<file path="src/rtl/tick_watchdog_if.sv">
// Control/status bundle for tick_watchdog: the controller drives the strobes and
// reload settings; the watchdog returns state, remaining count and event pulses.
interface tick_watchdog_if #(
   parameter int CNT_W = 16
) ();
   logic             tick_1ms;
   logic             enable;
   logic [CNT_W-1:0] timeout;
   logic [CNT_W-1:0] warn_lvl;
   logic             kick;
   logic             clr;
   logic [1:0]       state;
   logic [CNT_W-1:0] remain;
   logic             warn;
   logic             expire_pulse;
   logic             expired;
   logic             kick_err;

   modport master (
      output tick_1ms, enable, timeout, warn_lvl, kick, clr,
      input  state, remain, warn, expire_pulse, expired, kick_err
   );

   modport slave (
      input  tick_1ms, enable, timeout, warn_lvl, kick, clr,
      output state, remain, warn, expire_pulse, expired, kick_err
   );
endinterface

</file>
<file path="src/rtl/tick_watchdog.sv">
// Millisecond watchdog: counts tick_1ms strobes down from a reloadable timeout, warns, then latches expiry.
// All outputs registered, one-cycle latency; no backpressure, every strobe is acted on the cycle it is sampled.
module tick_watchdog #(
   parameter int CNT_W = 16
) (
   input  logic            clk,
   input  logic            rst,
   tick_watchdog_if.slave  wd
);
   typedef enum logic [1:0] {
      IDLE    = 2'b00,
      RUN     = 2'b01,
      WARN    = 2'b10,
      EXPIRED = 2'b11
   } state_t;

   state_t           state_q, state_d;
   logic [CNT_W-1:0] remain_q, remain_d;
   logic             warn_q, warn_d;
   logic             expire_pulse_q, expire_pulse_d;
   logic             expired_q, expired_d;
   logic             kick_err_q, kick_err_d;
   logic [CNT_W-1:0] load_val;
   logic [CNT_W-1:0] dec_val;

   function automatic state_t classify(input logic [CNT_W-1:0] r,
                                       input logic [CNT_W-1:0] lvl);
      if (r == '0)
         return EXPIRED;
      else if ((lvl != '0) && (r <= lvl))
         return WARN;
      else
         return RUN;
   endfunction

   always_comb begin
      // A zero timeout is treated as one tick so arming never expires on the spot.
      load_val       = (wd.timeout != '0) ? wd.timeout : CNT_W'(1);
      dec_val        = remain_q - CNT_W'(1);
      state_d        = state_q;
      remain_d       = remain_q;
      expire_pulse_d = 1'b0;
      kick_err_d     = 1'b0;

      unique case (state_q)
         IDLE: begin
            kick_err_d = wd.kick;
            if (wd.enable) begin
               remain_d = load_val;
               state_d  = classify(load_val, wd.warn_lvl);
            end
         end
         RUN, WARN: begin
            if (!wd.enable) begin
               state_d  = IDLE;
               remain_d = '0;
            end else if (wd.kick) begin
               remain_d = load_val;
               state_d  = classify(load_val, wd.warn_lvl);
            end else if (wd.tick_1ms) begin
               // remain_q is never 0 outside EXPIRED, so this cannot wrap.
               remain_d       = dec_val;
               state_d        = classify(dec_val, wd.warn_lvl);
               expire_pulse_d = (dec_val == '0);
            end
         end
         EXPIRED: begin
            kick_err_d = wd.kick;
            remain_d   = '0;
            if (wd.clr) begin
               if (wd.enable) begin
                  remain_d = load_val;
                  state_d  = classify(load_val, wd.warn_lvl);
               end else begin
                  state_d = IDLE;
               end
            end
         end
         default: begin
            state_d  = IDLE;
            remain_d = '0;
         end
      endcase

      warn_d    = (state_d == WARN);
      expired_d = (state_d == EXPIRED);
   end

   always_ff @(posedge clk) begin
      if (rst) begin
         state_q        <= IDLE;
         remain_q       <= '0;
         warn_q         <= 1'b0;
         expire_pulse_q <= 1'b0;
         expired_q      <= 1'b0;
         kick_err_q     <= 1'b0;
      end else begin
         state_q        <= state_d;
         remain_q       <= remain_d;
         warn_q         <= warn_d;
         expire_pulse_q <= expire_pulse_d;
         expired_q      <= expired_d;
         kick_err_q     <= kick_err_d;
      end
   end

   assign wd.state        = state_q;
   assign wd.remain       = remain_q;
   assign wd.warn         = warn_q;
   assign wd.expire_pulse = expire_pulse_q;
   assign wd.expired      = expired_q;
   assign wd.kick_err     = kick_err_q;
endmodule

</file>
<file path="src/flat_wrapper.sv">
// flat-port wrapper written by rule: the top's interface ports become plain ports
module tick_watchdog_flat 
#(
   parameter int CNT_W = 16
)
  (clk, rst, wd_tick_1ms, wd_enable, wd_timeout, wd_warn_lvl, wd_kick, wd_clr, wd_state, wd_remain, wd_warn, wd_expire_pulse, wd_expired, wd_kick_err);
  tick_watchdog_if #(.CNT_W(CNT_W)) wd_i ();
  input  logic clk;
  input  logic rst;
  input wire logic [$bits(wd_i.tick_1ms)-1:0] wd_tick_1ms;
  input wire logic [$bits(wd_i.enable)-1:0] wd_enable;
  input wire logic [$bits(wd_i.timeout)-1:0] wd_timeout;
  input wire logic [$bits(wd_i.warn_lvl)-1:0] wd_warn_lvl;
  input wire logic [$bits(wd_i.kick)-1:0] wd_kick;
  input wire logic [$bits(wd_i.clr)-1:0] wd_clr;
  output wire logic [$bits(wd_i.state)-1:0] wd_state;
  output wire logic [$bits(wd_i.remain)-1:0] wd_remain;
  output wire logic [$bits(wd_i.warn)-1:0] wd_warn;
  output wire logic [$bits(wd_i.expire_pulse)-1:0] wd_expire_pulse;
  output wire logic [$bits(wd_i.expired)-1:0] wd_expired;
  output wire logic [$bits(wd_i.kick_err)-1:0] wd_kick_err;
  assign wd_i.tick_1ms = wd_tick_1ms;
  assign wd_i.enable = wd_enable;
  assign wd_i.timeout = wd_timeout;
  assign wd_i.warn_lvl = wd_warn_lvl;
  assign wd_i.kick = wd_kick;
  assign wd_i.clr = wd_clr;
  assign wd_state = wd_i.state;
  assign wd_remain = wd_i.remain;
  assign wd_warn = wd_i.warn;
  assign wd_expire_pulse = wd_i.expire_pulse;
  assign wd_expired = wd_i.expired;
  assign wd_kick_err = wd_i.kick_err;
  tick_watchdog #(.CNT_W(CNT_W)) u_core (.clk(clk), .rst(rst), .wd(wd_i));
endmodule
</file>
<file path="config.mk">
export PLATFORM = sky130hd
export DESIGN_NAME = tick_watchdog_flat
export DESIGN_NICKNAME = d
export VERILOG_FILES = /design/src/rtl/tick_watchdog_if.sv /design/src/rtl/tick_watchdog.sv /design/src/flat_wrapper.sv
export SDC_FILE = /design/constraint.sdc
export NUM_CORES = 1
export LEC_CHECK = 0
export ABC_AREA = 1
export CAP_MARGIN = 20
export CORE_ASPECT_RATIO = 0.8
export CORE_MARGIN = 10
export CORE_UTILIZATION = 56
export DETAILED_ROUTE_END_ITERATION = 12
export PLACE_DENSITY = 0.88
export SLEW_MARGIN = 20
export SYNTH_ARGS = -nofsm -noshare
export SYNTH_HDL_FRONTEND = slang
export SYNTH_SLANG_ARGS = --single-unit
export TNS_END_PERCENT = 10
</file>
<file path="constraint.sdc">
create_clock -name clk -period 5.35 [get_ports clk]
set_clock_uncertainty 0.1 [all_clocks]
set_input_delay 0.8025 -clock clk [delete_from_list [all_inputs] [get_ports clk]]
set_output_delay 0.8025 -clock clk [all_outputs]
set_load 0.05 [all_outputs]
</file>
==> flow_summary.toml <==
[outcome]
status = "completed"

[synth]
synth_seq_cells = 22
synth_ff_type = "dfxtp_1"
syn-num-nets = 512
netlist_instances = 437
synth_edf_count = 0
synth.distinct_cells = 33
syn-cell-area_um2 = 2681
syn_avg_cell_area_um2 = 6.136
ys_async_sr_fraction = 0
synth_warnings = 0
seq_area_frac_synth = 0.1643

[critical_path]
crit_fanout = 6
arrival_ns = 3.26
rr_worst_depth = 21
crit_type = "flip-flop to flip-flop"
crit_path_end_kind = "flip-flop"
rrSetupSlack_ns = 2.14
crit_chain = "inv_2, ha_1, nand3_1, inv_1, nand4_1, xor2_1, inv_1, ha_1, nand2_1, nor3_1, nand3_1, nand2_1, nand2_1, nor2_1, nand2_1, nand2_1, nand2_1, nand2_1, nand2_1, nand2_1, nor2_1"
start_kind = "flip-flop"
cpMostUsedCell = "nand2_1"
slowest_stage = "dfxtp_1"
crit_path_end = "u_core.wd.state[0]"
worstReg2RegEnd = "u_core.wd.state[0]"
critPathMaxStageDelay_ns = 0.54
r2r-start = "u_core.wd.remain[0]"
crit_required_ns = 5.40
critPathLaunch = "u_core.wd.remain[0]"

[cts]
numCtsBuffers = 3
clk_pin_slew_worst_paths_ns = 0.09
clock-sinks = 22
clock-root-buffer = "clkbuf_8"
cts_tree = "built"
clock_path_buffers = 2
post-cts-setup-buffers = 0
clk_latency_ns = 0.27
holdBufCountCts = 0
ctsResizeCount = 0
htreeDepth = 1

[route]
ant_nets = 0
routed_wl_mm = 8.631
dr.pass1.iters = 6
num_vias = 3229
wl_per_cell_um = 16.04
viasPerCell = 6.002
first_iter_violations = 570
drcViolationCount = 0

[place]
dpl.cell_count = 534
hpwlAfterDp_mm = 7.004
placed_area_um2 = 3266
port_buffers = 59
gp_congestion = 0.9642

[global_routing]
grt_util_all_layers = 0.2030
grt_first_pass_wirelength_mm = 13.85
grt_max_degree = 29
grt_antenna_before_repair = 0
grt_pass1_vias = 2918
gr-total-overflow = 0

[pwr]
p_leak_nw = 1.612
vdd_drop_max_mv = 0.4481
power_density_nw_per_um2 = 643.5

[die]
fp.dieH_um = 81.89
core_um2 = 4597
io_pins = 60
dieWidth_um = 97.37
start_util = 0.5833
die_area_um2 = 7973
core.rowCount = 22

[layout]
final_nets = 554
diodes = 0
synthToLayoutAreaGrowth_pct = 24.45
drive_above_1_share = 0.05858
final_area_um2 = 3337
final_util = 0.7259
final_common_cell = "nand2_1"
final_cell_mix = "nand2_1, inv_1, clkdlybuf4s50_1"
stdcell_count = 538

[sta]
max_freq_ghz = 0.3112
rsz0062_at_grt = "no"
slew_headroom = 0.5059
fin_crit_ns = 3.213
post-route-period-util = 0.6006
slew_viol_final = 0
tightest_slew_ns = 0.7412
fin_setup_tns_ns = 0
setup_viol = 0
hold_viol = 0

[min_path]
hp-class = "flip-flop to flip-flop"

[run]
drv_cap = 0
## logic make-up after synthesis
group                    share of synthesized area
AND/OR/NAND/NOR                             0.3378
AO/OA/AOI/OAI                               0.1946
buffers and inverters                       0.1241
adder cells (fa/ha/maj)                     0.1727
flip-flops                                  0.1643
XOR/XNOR                                  0.006534
## worst max-delay path, delay by kind of cell, from the launching register on
family / cells / cell delay (ns)
simple gates: 15 / 1.39
xor+xnor: 1 / 0.25
buf+inv: 3 / 0.26
flops: 1 / 0.54
fa+ha+maj: 2 / 0.55
## cells in the mapped netlist (5+ instances only)
cell type / n / area (um2)
nand3_1: 15 / 75.07
clkbuf_1: 20 / 75.07
a21oi_1: 42 / 210.2
inv_2: 5 / 18.77
nor2_2: 5 / 31.28
dfxtp_1: 22 / 440.4
ha_1: 37 / 462.9
o21ai_0: 21 / 105.1
nor2_1: 35 / 131.4
inv_1: 60 / 225.2
nand4_1: 6 / 37.54
nand2_1: 114 / 427.9
a221oi_1: 12 / 105.1
nor4_1: 9 / 56.30
## how the worst min path moves through the flow
| stage | end | cells past startpoint | slack [ns] | start |
|---|---|---|---|---|
| after global routing | u_core.wd.remain[15] | 2 | 0.46 | u_core.wd.remain[15] |
| after global placement | u_core.wd.remain[15] | 2 | 0.40 | u_core.wd.remain[15] |
| after detailed placement | u_core.wd.remain[15] | 2 | 0.41 | u_core.wd.remain[15] |
| after floorplan | u_core.wd.remain[15] | 2 | 0.63 | u_core.wd.remain[15] |
| after CTS | u_core.wd.remain[15] | 2 | 0.42 | u_core.wd.remain[15] |
| final | u_core.wd.remain[15] | 2 | 0.42 | u_core.wd.remain[15] |
## where the power goes
| part | switching (mW) | internal, mW | leakage (nW) | total [mW] |
|---|---|---|---|---|
| Combinational | 1.12 | 0.536 | 1.39 | 1.66 |
| Sequential | 0.0935 | 0.233 | 0.182 | 0.326 |
| Clock | 0.0608 | 0.100 | 0.0357 | 0.161 |
| Total | 1.28 | 0.869 | 1.61 | 2.15 |
## state kept, by name (all words and copies together), names as in the netlist
name,cells
u_core.wd.warn,1
u_core.wd.expire_pulse,1
u_core.wd.state,2
u_core.wd.kick_err,1
u_core.wd.expired,1
u_core.wd.remain,16
## layout make-up
| class | instances | area (um2) |
|---|---|---|
| multi-input cells | 327 | 1908 |
| fillers | 378 | 1260 |
| repair buffers | 60 | 598.1 |
| flip-flops and latches | 22 | 440.4 |
| inverters | 65 | 244.0 |
| well taps | 60 | 75.07 |
| clock buffers | 3 | 41.29 |
| clock inverters | 1 | 30.03 |
## layer usage
| metal | share of wire | wire, um | track usage |
|---|---|---|---|
| met2 | 0.42 | 3595 | 0.3258 |
| met5 | 0 | 0 | 0 |
| met1 | 0.40 | 3443 | 0.2674 |
| met4 | 0.023 | 201 | 0.06232 |
| met3 | 0.16 | 1391 | 0.04446 |
## per-stage QoR
stage	hold WS [ns]	worst slack, ns	total power, mW
after global placement	0.3958	2.026	1.893
after floorplan	0.6293	2.391	1.489
final	0.4208	2.137	2.147
after global routing	0.4584	1.845	2.307
after CTS	0.4166	2.226	2.103
after detailed placement	0.4050	1.955	1.933
No activity file was read; power rests on OpenSTA's default activity.
==> RTL change (same flow settings) <==
`CNT_W` is set to 16 in 3 places; all go to 12.
--- a/src/rtl/tick_watchdog_if.sv
+++ b/src/rtl/tick_watchdog_if.sv
@@ -1,7 +1,7 @@
 // Control/status bundle for tick_watchdog: the controller drives the strobes and
 // reload settings; the watchdog returns state, remaining count and event pulses.
 interface tick_watchdog_if #(
-   parameter int CNT_W = 16
+   parameter int CNT_W = 12
 ) ();
    logic             tick_1ms;
    logic             enable;
--- a/src/rtl/tick_watchdog.sv
+++ b/src/rtl/tick_watchdog.sv
@@ -1,7 +1,7 @@
 // Millisecond watchdog: counts tick_1ms strobes down from a reloadable timeout, warns, then latches expiry.
 // All outputs registered, one-cycle latency; no backpressure, every strobe is acted on the cycle it is sampled.
 module tick_watchdog #(
-   parameter int CNT_W = 16
+   parameter int CNT_W = 12
 ) (
    input  logic            clk,
    input  logic            rst,
--- a/src/flat_wrapper.sv
+++ b/src/flat_wrapper.sv
@@ -1,7 +1,7 @@
 // flat-port wrapper written by rule: the top's interface ports become plain ports
 module tick_watchdog_flat 
 #(
-   parameter int CNT_W = 16
+   parameter int CNT_W = 12
 )
   (clk, rst, wd_tick_1ms, wd_enable, wd_timeout, wd_warn_lvl, wd_kick, wd_clr, wd_state, wd_remain, wd_warn, wd_expire_pulse, wd_expired, wd_kick_err);
   tick_watchdog_if #(.CNT_W(CNT_W)) wd_i ();
Ports: changed (resized wd_remain, wd_timeout and wd_warn_lvl); port bits go from 60 to 48. The function was not compared with the original's and may differ.
==> RTL change against the unedited design <==
Wire length fell by 29%; sequential cell count shrank 4; critical path depth is 4 lower; via count decreased by 29%; maximum frequency is 4.9% higher; setup slack better by 0.15 ns; sequential share of layout area grew 0.59 points; synthesized cell count is 25% lower; area after synthesis fell by 22%; cell area is 22% lower.
Power is not compared: it rests on default switching activity, and its combinational part moved more than twofold at a synthesized area within 25%.
==> RTL change: results (changes against the unedited design) <==
{| class="wikitable"
! Metric !! Value
|-
| Result of the run || finished, final reports clean
|-
| Register area share after synthesis || 17.3% (+0.88 points)
|-
| Final weighted congestion in routability-driven placement || 0.893 (-7.4%)
|-
| Clock slew at the register clock pins of the worst setup and hold paths || 0.07 ns (-0.02 ns)
|-
| Fraction of met3 tracks used by global routing || 5.02% (+0.58 points)
|-
| Clock latency on the worst-skew pair || 0.25 ns (-0.02 ns)
|-
| Wire length on met1 || 2620 um (-24%)
|-
| Top cells by instance count after synthesis || nand2_1 (70), inv_1 (62), ha_1 (29)
|-
| Maximum number of pins on one net before global-route repair || 21 (-28%)
|-
| Post-DP Area || 2560 um2 (-22%)
|-
| HPWL Detailed || 5080 um (-28%)
|-
| Mean post-synth cell area || 6.35 um2 (+3.5%)
|-
| Global-route met2 utilization || 31.1% (-1.4 points)
|-
| Synth unique cells || 34 (+3.0%)
|-
| Arrival time worst endpoint || 3.16 ns (-0.10 ns)
|-
| Iteration-0 DRC count of the detailed router || 228 (-60%)
|-
| Headroom to the max-slew limit || 57.9% (+7.3 points)
|-
| Wire length of the first global-routing pass || 9950 um (-28%)
|-
| Depth of the worst register-to-register path || 24 (+14%)
|-
| Total iterations of the first detailed-routing run || 4 (-2)
|-
| Placement Setup Slack || 2.07 ns (+0.115 ns)
|-
| Count of buffers from port buffering || 47 (-20%)
|-
| Routed wire length on met2 || 2780 um (-23%)
|-
| Number of flip-flops in the largest register || 12 (-4)
|-
| Tot GR Track Use || 18.4% (-1.9 points)
|-
| Fraction of layout instances using a drive strength above 1 || 7.08% (+1.2 points)
|-
| Max Fanout on Critical Path || 4 (-2)
|-
| Number of placed instances with taps included || 405 (-24%)
|-
| Via count normalized by instance count || 5.62 (-6.4%)
|-
| Relative contribution of sequential cells to total power || 24.4%
|-
| Area contributors post-synth || ha_1 (17%), dfxtp_1 (17%), nand2_1 (13%)
|-
| Detail-routed net length per standard cell || 14.9 um (-6.9%)
|-
| Vias in the first global route || 2193 (-25%)
|-
| Detailed-route via count || 2297 (-29%)
|-
| Fraction of met1 tracks used by global routing || 22.8% (-3.9 points)
|-
| Final-stage net count || 427 (-23%)
|-
| Nets in the synthesized netlist || 387 (-24%)
|-
| Met3 layer wire length in the routed design || 599 um (-57%)
|}
[RTL change: cell count changes after synthesis, moves of 5 or more]
| cell | delta |
|---|---|
| nand2_1 | -44 |
| a221oi_1 | -6 |
| a21oi_1 | -19 |
| nor2_1 | -11 |
| clkbuf_1 | -10 |
| inv_2 | -5 |
| ha_1 | -8 |
[RTL change: cell families (layout without fill, tap and decap cells)]
| group | after synthesis | in the layout | synth area share [%] |
|---|---|---|---|
| fa+ha+maj | 29 | 29 | 17.4 |
| compound gates | 63 | 63 | 18.2 |
| xor+xnor | 3 | 3 | 1.62 |
| simple gates | 140 | 140 | 31.7 |
| buf+inv | 75 | 114 | 13.7 |
| flops | 18 | 18 | 17.3 |
[RTL change: path summary, 6_finish.rpt]
check                            start                   end  slack [ns]
hold reg to reg   u_core.wd.remain[11]  u_core.wd.remain[11]        0.43
setup reg to reg   u_core.wd.remain[0]    u_core.wd.state[0]        2.30
setup / recovery        wd_timeout[10]     u_core.wd.expired        2.29
hold / removal    u_core.wd.remain[11]  u_core.wd.remain[11]        0.43
[RTL change: worst max-delay path: stages]
cell and delay [ns]:
clkdlybuf4s50_1 0.47, nor4_1 0.45, a41oi_1 0.24, ha_1 0.24
inv_1 0.05, a21oi_1 0.05, o21ai_0 0.14, nand2_1 0.08
nand4_1 0.12, nand2_1 0.07, nand2_1 0.06, nand2_1 0.05
nand2_1 0.06, nand2_1 0.04, nand2_1 0.07, nand2_1 0.08
nor2_2 0.08
[RTL change: area by class of cell]
type | count | area, um2
multi-input cells | 235 | 1440
flip-flops and latches | 18 | 360
well taps | 42 | 52.6
inverters | 63 | 238
clock buffers | 4 | 55.1
repair buffers | 47 | 470
fillers | 296 | 882
